`src/rtl/mem_bridge_if.sv`:
```
// Control-unit side of the memory bridge: request levels, store data and the
// shared-bus return path.
interface mem_bridge_if;
    logic [31:0] addr;
    logic [31:0] bus_in;
    logic        mem_read;
    logic        mem_write;
    logic [3:0]  mem_size;
    logic        mem_addr_ready;
    logic        mem_data_ready;
    logic [31:0] bus_out;
    logic        bus_oe;
    logic        busy;

    modport master (
        output addr, bus_in, mem_read, mem_write, mem_size, mem_addr_ready,
        input  mem_data_ready, bus_out, bus_oe, busy
    );

    modport slave (
        input  addr, bus_in, mem_read, mem_write, mem_size, mem_addr_ready,
        output mem_data_ready, bus_out, bus_oe, busy
    );
endinterface

```
`src/rtl/mem_bridge.sv`:
```
// Memory stage bridge: serialises control-unit loads/stores into byte beats on
// a byte-wide synchronous SRAM and returns extended load data on the shared bus.
module mem_bridge #(
    parameter int unsigned AW          = 19,
    parameter int unsigned WAIT_STATES = 0
) (
    input  logic          clk,
    input  logic          reset,
    mem_bridge_if.slave   bus,
    output logic [AW-1:0] sram_addr,
    output logic [7:0]    sram_wdata,
    input  logic [7:0]    sram_rdata,
    output logic          sram_oe,
    output logic          sram_we
);

    localparam int unsigned   WCW   = (WAIT_STATES > 0) ? $clog2(WAIT_STATES + 1) : 1;
    localparam logic [WCW-1:0] WLAST = WCW'(WAIT_STATES);

    typedef enum logic [1:0] {IDLE, WR, RD, DONE} state_t;

    state_t        state;
    logic [AW-1:0] base;
    logic [31:0]   wdata;
    logic [31:0]   rbuf;
    logic [3:0]    size;
    logic [1:0]    last;
    logic [1:0]    beat;
    logic [WCW-1:0] wcnt;
    logic          mdr;
    logic [31:0]   rdout;

    logic [1:0]    req_last;
    logic [1:0]    beat_nx;
    logic [AW-1:0] addr_nx;
    logic          beat_end;
    logic [31:0]   rword;

    generate
        if (AW < 32) begin : g_addr_hi
            logic addr_hi_unused;
            assign addr_hi_unused = ^bus.addr[31:AW];
        end
    endgenerate

    always_comb begin
        req_last = 2'd3;
        if (bus.mem_size[3] | bus.mem_size[2])
            req_last = 2'd0;
        else if (bus.mem_size[1] | bus.mem_size[0])
            req_last = 2'd1;
    end

    assign beat_nx  = beat + 2'd1;
    assign addr_nx  = base + AW'(beat_nx);
    assign beat_end = (wcnt == WLAST);

    // Word as it will look once the byte ending this beat is captured.
    always_comb begin
        rword = rbuf;
        rword[{beat, 3'b000} +: 8] = sram_rdata;
    end

    function automatic logic [31:0] extend(input logic [3:0] sz, input logic [31:0] w);
        if (sz[3])      return {{24{w[7]}}, w[7:0]};
        else if (sz[2]) return {24'h0, w[7:0]};
        else if (sz[1]) return {{16{w[15]}}, w[15:0]};
        else if (sz[0]) return {16'h0, w[15:0]};
        else            return w;
    endfunction

    always_ff @(posedge clk) begin
        if (reset) begin
            state      <= IDLE;
            base       <= '0;
            wdata      <= '0;
            rbuf       <= '0;
            size       <= '0;
            last       <= '0;
            beat       <= '0;
            wcnt       <= '0;
            mdr        <= 1'b0;
            rdout      <= '0;
            sram_addr  <= '0;
            sram_wdata <= '0;
            sram_oe    <= 1'b0;
            sram_we    <= 1'b0;
        end else begin
            case (state)
                IDLE: begin
                    beat <= '0;
                    wcnt <= '0;
                    if (bus.mem_write) begin
                        state      <= WR;
                        base       <= bus.addr[AW-1:0];
                        wdata      <= bus.bus_in;
                        last       <= req_last;
                        sram_addr  <= bus.addr[AW-1:0];
                        sram_wdata <= bus.bus_in[7:0];
                        sram_we    <= (WAIT_STATES == 0);
                    end else if (bus.mem_read && bus.mem_addr_ready) begin
                        state     <= RD;
                        base      <= bus.addr[AW-1:0];
                        size      <= bus.mem_size;
                        last      <= req_last;
                        rbuf      <= '0;
                        sram_addr <= bus.addr[AW-1:0];
                        sram_oe   <= 1'b1;
                    end
                end
                WR: begin
                    if (beat_end) begin
                        if (beat == last) begin
                            state   <= IDLE;
                            sram_we <= 1'b0;
                        end else begin
                            beat       <= beat_nx;
                            wcnt       <= '0;
                            sram_addr  <= addr_nx;
                            sram_wdata <= wdata[{beat_nx, 3'b000} +: 8];
                            sram_we    <= (WAIT_STATES == 0);
                        end
                    end else begin
                        wcnt    <= wcnt + 1'b1;
                        sram_we <= ((wcnt + 1'b1) == WLAST);
                    end
                end
                RD: begin
                    // A dropped read (trap) wins over any capture in the same cycle.
                    if (!bus.mem_read) begin
                        state   <= IDLE;
                        sram_oe <= 1'b0;
                    end else if (beat_end) begin
                        rbuf <= rword;
                        if (beat == last) begin
                            state   <= DONE;
                            sram_oe <= 1'b0;
                            mdr     <= 1'b1;
                            rdout   <= extend(size, rword);
                        end else begin
                            beat      <= beat_nx;
                            wcnt      <= '0;
                            sram_addr <= addr_nx;
                        end
                    end else begin
                        wcnt <= wcnt + 1'b1;
                    end
                end
                DONE: begin
                    state <= IDLE;
                    mdr   <= 1'b0;
                    rdout <= '0;
                end
                default: state <= IDLE;
            endcase
        end
    end

    assign bus.mem_data_ready = mdr;
    assign bus.bus_oe         = mdr;
    assign bus.bus_out        = rdout;
    assign bus.busy           = (state != IDLE);

endmodule
```
`src/flat_wrapper.sv`:
```
// flat-port wrapper written by rule: the top's interface ports become plain ports
module mem_bridge_flat 
#(
    parameter int unsigned AW          = 19,
    parameter int unsigned WAIT_STATES = 0
)
  (clk, reset, sram_addr, sram_wdata, sram_rdata, sram_oe, sram_we, bus_addr, bus_bus_in, bus_mem_read, bus_mem_write, bus_mem_size, bus_mem_addr_ready, bus_mem_data_ready, bus_bus_out, bus_bus_oe, bus_busy);
  mem_bridge_if bus_i ();
  input  logic clk;
  input  logic reset;
  output logic [AW-1:0] sram_addr;
  output logic [7:0] sram_wdata;
  input  logic [7:0] sram_rdata;
  output logic sram_oe;
  output logic sram_we;
  input wire logic [$bits(bus_i.addr)-1:0] bus_addr;
  input wire logic [$bits(bus_i.bus_in)-1:0] bus_bus_in;
  input wire logic [$bits(bus_i.mem_read)-1:0] bus_mem_read;
  input wire logic [$bits(bus_i.mem_write)-1:0] bus_mem_write;
  input wire logic [$bits(bus_i.mem_size)-1:0] bus_mem_size;
  input wire logic [$bits(bus_i.mem_addr_ready)-1:0] bus_mem_addr_ready;
  output wire logic [$bits(bus_i.mem_data_ready)-1:0] bus_mem_data_ready;
  output wire logic [$bits(bus_i.bus_out)-1:0] bus_bus_out;
  output wire logic [$bits(bus_i.bus_oe)-1:0] bus_bus_oe;
  output wire logic [$bits(bus_i.busy)-1:0] bus_busy;
  assign bus_i.addr = bus_addr;
  assign bus_i.bus_in = bus_bus_in;
  assign bus_i.mem_read = bus_mem_read;
  assign bus_i.mem_write = bus_mem_write;
  assign bus_i.mem_size = bus_mem_size;
  assign bus_i.mem_addr_ready = bus_mem_addr_ready;
  assign bus_mem_data_ready = bus_i.mem_data_ready;
  assign bus_bus_out = bus_i.bus_out;
  assign bus_bus_oe = bus_i.bus_oe;
  assign bus_busy = bus_i.busy;
  mem_bridge #(.AW(AW), .WAIT_STATES(WAIT_STATES)) u_core (.clk(clk), .reset(reset), .bus(bus_i), .sram_addr(sram_addr), .sram_wdata(sram_wdata), .sram_rdata(sram_rdata), .sram_oe(sram_oe), .sram_we(sram_we));
endmodule
```
`config.mk`:
```
export PLATFORM = sky130hd
export DESIGN_NAME = mem_bridge_flat
export DESIGN_NICKNAME = d
export VERILOG_FILES = /design/src/rtl/mem_bridge_if.sv /design/src/rtl/mem_bridge.sv /design/src/flat_wrapper.sv
export SDC_FILE = /design/constraint.sdc
export NUM_CORES = 1
export LEC_CHECK = 0
export ABC_AREA = 1
export BUFFER_PORTS_ARGS = -buffer_cell sky130_fd_sc_hd__buf_4
export CAP_MARGIN = 30
export CORE_MARGIN = 5
export CORE_UTILIZATION = 53
export DETAILED_ROUTE_END_ITERATION = 10
export PLACE_DENSITY = 0.73
export SYNTH_ARGS = -nofsm -noshare
export SYNTH_HDL_FRONTEND = slang
export SYNTH_SLANG_ARGS = --single-unit
```
`constraint.sdc`:
```
create_clock -name clk -period 4.4 [get_ports clk]
set_input_delay 0.22 -clock clk [delete_from_list [all_inputs] [get_ports clk]]
set_output_delay 0.22 -clock clk [all_outputs]
set_load 0.01 [all_outputs]
```
==> run metrics <==
status complete, no violations; Post-Route Setup TNS 0 ns; Peak VDD IR 0.378 mV; post-synthesis cell area 7570 µm²; Via Count 7229; EDFF count, synth 0; Clock Latency Late Sink 0.42 ns; Max clock buf depth 2; DRC 0; Hold-fix buffers, CTS 0; metal2 WL 9.47 mm; Tot GR Track Use 23.5%; Cell Count, Final, Fillers Out 1396; Metal-1 WL 8.52 mm; fin area 9130 µm²; placed cells 1365; pre-CTS setup slack 1.14 ns; cells after synthesis 1106; count leader, synth nand2_1; DIE AREA 16800 µm²; Worst Skew 0.00940 ns; CP Max Fanout 29; register-to-register path setup slack 1.07 ns; share of layout cells above drive strength 1 18.1%; H-tree levels 4; top cell type's share of synthesized area 41.0%; Worst-path clk slew 0.06 ns; TritonCTS clock tree yes; Synthesized Nets 1200; row count 43; Hold Path Depth 3; core area 13900 µm²; WHS Endpoint u_core.base[9]$_SDFFE_PP0P_; dpl cell area 8540 µm²; CTS root buffer clkbuf_16; routed vias/inst 5.18; initial antenna violation count 0; # IOs 145; total CTS buffers 17; FF-to-FF path depth 10; n_diodes 0; metal3 WL 1.11 mm; worst-margin pin slew 1.03 ns; Iter 0 DRT Violations 655; Pwr Total 5.12 mW; critical path required time 4.74 ns; Hold Crit Class primary input to flip-flop; Startpoint Class flip-flop; gpl congestion 0.864; Port-buffer cells 131; crit path kind flip-flop to flip-flop; Main synth FF type dfxtp_1; most instantiated cells after synthesis 310 x nand2_1, 155 x dfxtp_1, 133 x nor2_1; die height 129 µm; DR WL/cell 13.9 µm; Fmax achieved 0.301 GHz; cts repair resizes 0; Post-CTS Setup Inserts 0; First-pass DRT Iterations 5; asr flop ratio synth 0%; grt ovf 0; DIE WIDTH 129 µm; clock tree sinks 155; hold path start bus_addr[9]; Static Leak 4.00 nW; Syn-to-layout area delta 20.7%; Fin. Hold Viols 0; endpoints failing setup 0; endpoint class of the critical path flip-flop; hpwl dp 13.4 mm; pwr/cell area 561 nW/µm²; top routing layer in use met4; minimum clock period 3.33 ns; Worst EP arrival 3.67 ns; Final Util 65.5%; synth warn 0; fin crit share 75.6%; max-slew violation count 0; Slew headroom 31.1%; Hold Slack 0.0486 ns; Yosys top cell by area dfxtp_1; RSZ-0062 raised after global routing false; remaining antenna violation count 0; final worst slack 1.07 ns; reg2reg start u_core.beat[0]$_SDFFE_PP0P_; vias in the first global route 6708; mean post-synth cell area 6.84 µm²; synth unique cells 38; Max Cap Viol 0; sequential fraction of the synthesis area 41.0%; ranking of synthesized cells by area dfxtp_1 41%, nand2_1 15%, o21ai_0 8.1%; FF+latch count, synth 155; starting density of the core 54.3%; fin nets 1298; FF-to-FF End u_core.bus.bus_out[10]$_SDFFE_PP0P_; largest net degree at the start of global routing 59; DRT Wirelength 19.3 mm; first-pass GRT wire length 31.9 mm
==> cell usage in the layout (no fill, tap or decap), types with 4 or more instances in the layout <==
| cell | instances |
|---|---|
| clkinv_1 | 4 |
| a211oi_1 | 7 |
| nor2_1 | 133 |
| inv_1 | 71 |
| o22ai_1 | 8 |
| dfxtp_1 | 155 |
| nand3_1 | 43 |
| ha_1 | 12 |
| o21ai_0 | 122 |
| clkbuf_16 | 17 |
| a21boi_0 | 6 |
| xor2_1 | 8 |
| a21oi_1 | 104 |
| clkbuf_8 | 7 |
| o21ai_2 | 4 |
| nand2_1 | 310 |
| buf_4 | 137 |
| nand2_2 | 20 |
| a21oi_2 | 21 |
==> registers in the layout, summed over array words and instances, names as in the netlist <==
register            cells
u_core.base            19
u_core.beat             2
u_core.bus.bus_oe       1
u_core.bus.bus_out     32
u_core.last             2
u_core.rbuf            32
u_core.size             4
u_core.sram_addr       19
u_core.sram_oe          1
u_core.sram_wdata       8
u_core.sram_we          1
u_core.state            2
u_core.wdata           32
==> report_power, final <==
| group | switching (mW) | total [mW] | internal [mW] |
|---|---|---|---|
| logic | 1.22 | 1.85 | 0.633 |
| registers | 0.182 | 1.84 | 1.65 |
| clock network | 0.552 | 1.43 | 0.880 |
==> per-layer routing <==
metal / GRT usage [%] / vias to the layer above
met5: 0 / -
met4: 6.78 / 0
met3: 5.89 / 18
met2: 39.7 / 192
met1: 30.0 / 3254
li1: - / 3765
==> cell families after synthesis <==
family | Yosys count | synth area share (%)
buf+inv | 137 | 7.94
fa+ha+maj | 13 | 2.25
compound gates | 277 | 20.4
xor+xnor | 11 | 1.27
flops | 155 | 41.0
simple gates | 513 | 27.2
==> layout make-up <==
type / count / area (µm²)
tap: 180 / 225
multi-input combinational: 814 / 3870
inverter: 78 / 293
clock inverter: 5 / 56.3
fill: 1337 / 4810
sequential: 155 / 3100
clock buffer: 26 / 529
timing repair buffer: 138 / 1060
==> worst max-delay path: stages, from the launching register on <==
cell     delay [ns]
dfxtp_1        1.00
inv_1          0.15
ha_1           0.35
buf_4          0.22
nor2_1         0.11
nand3_1        0.26
o21ai_2        0.25
inv_1          0.10
a21oi_4        0.52
nand2_1        0.14
a21oi_1        0.16
==> how the worst max path moves through the flow <==
stage                                 from                             endpoint  slack, ns  depth (start not counted)
5_1_grt        u_core.beat[0]$_SDFFE_PP0P_  u_core.bus.bus_out[20]$_SDFFE_PP0P_       0.70                         10
3_3_place_gp   u_core.beat[0]$_SDFFE_PP0P_   u_core.bus.bus_out[9]$_SDFFE_PP0P_       1.20                         10
2_1_floorplan  u_core.beat[0]$_SDFFE_PP0P_    u_core.sram_addr[14]$_SDFFE_PP0P_       1.27                         17
3_5_place_dp   u_core.beat[0]$_SDFFE_PP0P_  u_core.bus.bus_out[20]$_SDFFE_PP0P_       1.14                         10
6_report       u_core.beat[0]$_SDFFE_PP0P_  u_core.bus.bus_out[10]$_SDFFE_PP0P_       1.07                         10
4_1_cts        u_core.beat[0]$_SDFFE_PP0P_  u_core.bus.bus_out[10]$_SDFFE_PP0P_       1.11                         10
(Power assumes the default switching activity.)
